**src/rtl/alu_mul_sequencer.sv**
```systemverilog
// Shift-add N x N -> 2N unsigned multiplier that drives the shared N-bit ALU
// one add per cycle and asserts busy until the product is ready.
module alu_mul_sequencer #(
   parameter int unsigned N      = 32,
   parameter logic [2:0]  OP_ADD = 3'b010,
   parameter int unsigned CW     = $clog2(N) + 1
) (
   input  logic           clk,
   input  logic           rst_n,
   input  logic           start,
   input  logic [N-1:0]   op_a,
   input  logic [N-1:0]   op_b,
   output logic           busy,
   output logic           done,
   output logic [2*N-1:0] prod,
   output logic [2:0]     alu_c,
   output logic           alu_cin,
   output logic [N-1:0]   alu_a,
   output logic [N-1:0]   alu_b,
   input  logic [N-1:0]   alu_f,
   input  logic           alu_cout
);

   typedef enum logic [1:0] {IDLE, RUN, DONE} state_t;

   state_t         state, state_nxt;
   logic [N-1:0]   acc, mq, mcand;
   logic [CW-1:0]  cnt;
   logic [2*N-1:0] shifted;

   // The (N+1)-bit ALU sum shifted right into the {acc,mq} pair.
   assign shifted = {alu_cout, alu_f, mq[N-1:1]};

   assign alu_c   = OP_ADD;
   assign alu_cin = 1'b0;
   assign alu_a   = acc;
   assign alu_b   = (state == RUN && mq[0]) ? mcand : '0;

   assign busy = (state == RUN);
   assign done = (state == DONE);

   always_comb begin
      state_nxt = state;
      unique case (state)
         IDLE:    if (start) state_nxt = RUN;
         RUN:     if (cnt == CW'(1)) state_nxt = DONE;
         DONE:    state_nxt = IDLE;
         default: state_nxt = IDLE;
      endcase
   end

   always_ff @(posedge clk or negedge rst_n) begin
      if (!rst_n) begin
         state <= IDLE;
         acc   <= '0;
         mq    <= '0;
         mcand <= '0;
         cnt   <= '0;
         prod  <= '0;
      end else begin
         state <= state_nxt;
         unique case (state)
            IDLE: begin
               if (start) begin
                  mcand <= op_a;
                  mq    <= op_b;
                  acc   <= '0;
                  cnt   <= CW'(N);
               end
            end
            RUN: begin
               {acc, mq} <= shifted;
               cnt       <= cnt - CW'(1);
               // Capture on the final iteration so prod is valid alongside done.
               if (cnt == CW'(1)) prod <= shifted;
            end
            default: ;
         endcase
      end
   end

endmodule

```
**config.mk**
```make
export PLATFORM = sky130hd
export DESIGN_NAME = alu_mul_sequencer
export DESIGN_NICKNAME = d
export VERILOG_FILES = /design/src/rtl/alu_mul_sequencer.sv
export SDC_FILE = /design/constraint.sdc
export NUM_CORES = 1
export LEC_CHECK = 0
export ABC_CLOCK_PERIOD_IN_PS = 2440
export CORE_UTILIZATION = 29
export CTS_CLUSTER_DIAMETER = 60
export DETAILED_ROUTE_END_ITERATION = 6
export GPL_TIMING_DRIVEN = 0
export RECOVER_POWER = 100
export SYNTH_ARGS = -nofsm -noshare
export SYNTH_HDL_FRONTEND = slang
export SYNTH_SLANG_ARGS = --single-unit
export TNS_END_PERCENT = 10
```
**constraint.sdc**
```tcl
create_clock -name clk -period 2.44 [get_ports clk]
set_input_delay 0.732 -clock clk [delete_from_list [all_inputs] [get_ports clk]]
set_output_delay 0.732 -clock clk [all_outputs]
set_load 0.02 [all_outputs]
```
==> qor.tcl <==
set qor(status) {finished clean}
set qor(setup_viol_count_final) 0
set qor(numCtsBuffers) 17
set qor(drt_iter0_markers) 227
set qor(final_report_hold_violation_count) 0
set qor(portBuffers) 229
set qor(dieArea_um2) 24800
set qor(placement.setup.worst_slack_ns) -0.718
set qor(ant_nets) 0
set qor(leakage_nw) 4.72
set qor(track_usage_pct) 15.8
set qor(r2r-start) {cnt[1]}
set qor(portion_of_synthesized_cell_area_occupied_by_the_leading_cell_type_pct) 59.9
set qor(crit_path_end_kind) {output pin}
set qor(dominant_combinational_cell_family_by_area_after_synthesis) {multiplexers}
set qor(fin_nets) 925
set qor(final.min_clock_period_ns) 2.39
set qor(clk_root_buf) {clkbuf_16}
set qor(grt_remaining_overflow) 0
set qor(wire_per_inst_um) 16.4
set qor(post_synth_fa_ha_maj_area_fraction_pct) 0.357
set qor(numPlacedInstances) 1121
set qor(clock_transition_at_the_registers_of_the_reported_paths_ns) 0.07
set qor(synth_area_per_cell_um2) 12.3
set qor(worst-slew-pin-transition_ns) 1.16
set qor(setup.worst_path.start_class) {flip-flop}
set qor(rows) 56
set qor(criticalPathCategory) {reg -> out}
set qor(setup_tns_ns) 0
set qor(share_of_the_synthesized_area_in_compound_gates_ao_oa_aoi_oai_pct) 10.3
set qor(min-delay-path-class) {reg -> reg}
set qor(synth.mux.area_fraction_pct) 13.2
set qor(synth_simple_gate_area_share_pct) 11.7
set qor(xor_xnor_cell_area_share_of_the_yosys_netlist_pct) 0
set qor(layout_setup_ws_ns) 0.0464
set qor(clkSinkCount) 168
set qor(gp_routability_congestion) 0.746
set qor(synth-async-reset-ratio_pct) 100
set qor(totalWireLength_mm) 19.0
set qor(path_max_fanout) 10
set qor(worst-endpoint-required_ns) 1.71
set qor(pin_count) 234
set qor(number_of_enable_flip_flop_cells_after_synthesis) 0
set qor(clock_tree.buffer_depth) 2
set qor(layout-drive-gt1-share_pct) 16.3
set qor(p_per_area_nw_per_um2) 1250
set qor(antenna_found_initial) 0
set qor(cts_max_level) 4
set qor(drt_pre_antenna_iters) 4
set qor(final.fill_count) 2308
set qor(clk-insertion-delay-late_ns) 0.42
set qor(rsz0062_at_grt) {true}
set qor(number_of_global_route_vias_before_repair) 5402
set qor(antenna_cells_inserted) 0
set qor(syn-instance-count) 570
set qor(ys_warn_count) 0
set qor(final-max-slew-violation-count) 0
set qor(core_area_um2) 23600
set qor(post_synth_main_area_contributors) {dfrtp_1 (60%), mux2_4 (10%), nand2_1 (7.1%)}
set qor(vias_per_cell) 4.62
set qor(worst_ep_arrival_time_ns) 1.66
set qor(cp-startpoint) {state[1]}
set qor(netlist-cell-type-count) 34
set qor(synth_seq_area_share_pct) 59.9
set qor(ys_ff_latch) 168
set qor(worst_clock_skew_ns) 0.0120
set qor(dieWidth_um) 158
set qor(synthesis.area_um2) 7020
set qor(grt_max_degree) 86
set qor(ir_drop_mv) 0.471
set qor(drc_errors) 0
set qor(tritoncts_clock_tree) {yes}
set qor(synth.most_common_cell) {dfrtp_1}
set qor(final.period_utilization_pct) 98.1
set qor(layout.cells.non_filler) 1154
set qor(post-dp-hpwl_mm) 13.4
set qor(yosys-top-cells-count) {dfrtp_1 (168), nand2_1 (132), mux2_4 (49), o21ai_0 (35)}
set qor(max_cap_violations) 0
set qor(holdCritStartpoint) {mcand[27]}
set qor(routed-via-count) 5330
set qor(initial_utilization_pct) 29.7
set qor(floorplan.die.height_um) 158
set qor(ys.flop_type) {dfrtp_1}
set qor(slew_headroom_pct) 22.7
set qor(synth_largest_area_cell) {dfrtp_1}
set qor(layout-area-overhead-vs-synth_pct) 43.9
set qor(first_pass_grt_wire_length_mm) 30.2
set qor(fmax_mhz) 418
-- logic make-up after synthesis --
group	after synthesis
flip-flops	168
AND/OR/NAND/NOR	179
AO/OA/AOI/OAI	103
buffers and inverters	50
multiplexers	66
adder cells (fa/ha/maj)	2
other	2
-- worst paths after layout --
kind	endpoint	slack, ns	cells after the start
setup reg to reg	prod[61]	0.17	7
max in group asynchronous	state[1]	0.50	2
min in group asynchronous	alu_a[19]	0.54	1
hold / removal	mcand[27]	0.47	2
setup / recovery	alu_b[23]	0.05	5
hold reg to reg	mcand[27]	0.47	2
-- state kept, by name, summed over array words and instances (netlist names) --
| register | count |
|---|---|
| prod | 64 |
| alu_a | 32 |
| mcand | 32 |
| mq | 32 |
| cnt | 6 |
| state | 2 |
-- per-stage QoR --
stage                     instance area (µm²)  total power, W  hold slack [ns]  utilization [%]
after CTS                               10300          0.0133            0.311             43.6
after floorplan                          7030         0.00787            0.436                -
final                                   10100          0.0126            0.467             42.8
after global routing                    10100          0.0135            0.500             42.8
after detailed placement                 9750          0.0106            0.455             41.3
after global placement                   9720          0.0105            0.449             41.2
-- final cells by class --
cell class / count / area, µm² / area share [%]
Timing Repair Buffer: 233 / 2230 / 22.1
Multi-Input combinational cell: 354 / 2420 / 24.0
Clock buffer: 18 / 429 / 4.25
Inverter: 4 / 17.5 / 0.174
Sequential cell: 168 / 4210 / 41.7
Clock inverter: 13 / 146 / 1.45
Buffer: 45 / 246 / 2.44
Tap cell: 319 / 399 / 3.95
-- critical path: stages, from the launching register on --
cell	delay [ns]
dfrtp_2	0.41
nand2b_4	0.18
inv_4	0.07
buf_4	0.16
and3_1	0.17
clkdlybuf4s15_2	0.26
-- repair_timing --
action                     CTS  global route
resized for setup          140            44
cloned                       0             0
pin swaps                    0             2
setup endpoints to repair   34            28
hold buffers                 0             0
setup buffers                3             0
-- report_power, final --
| part | internal, W | switching, W | total [W] | leakage (nW) |
|---|---|---|---|---|
| Sequential | 0.00404 | 0.000751 | 0.00479 | 2.06 |
| Clock | 0.00152 | 0.00116 | 0.00267 | 0.271 |
| Combinational | 0.00243 | 0.00273 | 0.00516 | 2.39 |
-- metal layers --
layer	GRT usage (%)	share of wire, %	up-vias
li1	-	-	2496
met1	20.8	46	2668
met2	25.8	48	158
met3	4.41	5.3	8
met4	3.42	0.66	0
met5	0	0	-
-- cells in the final DEF (no fill, tap or decap), types with 20 or more instances in the layout --
cell / Yosys / routed
nand2_1: 132 / 132
and3_1: 32 / 29
mux2_4: 49 / 20
a22oi_1: 31 / 31
dlygate4sd3_1: 0 / 97
o21ai_0: 35 / 35
dfrtp_1: 168 / 167
a22o_1: 32 / 32
clkdlybuf4s50_1: 0 / 97
mux2_1: 0 / 29
(Power assumes the default switching activity.)
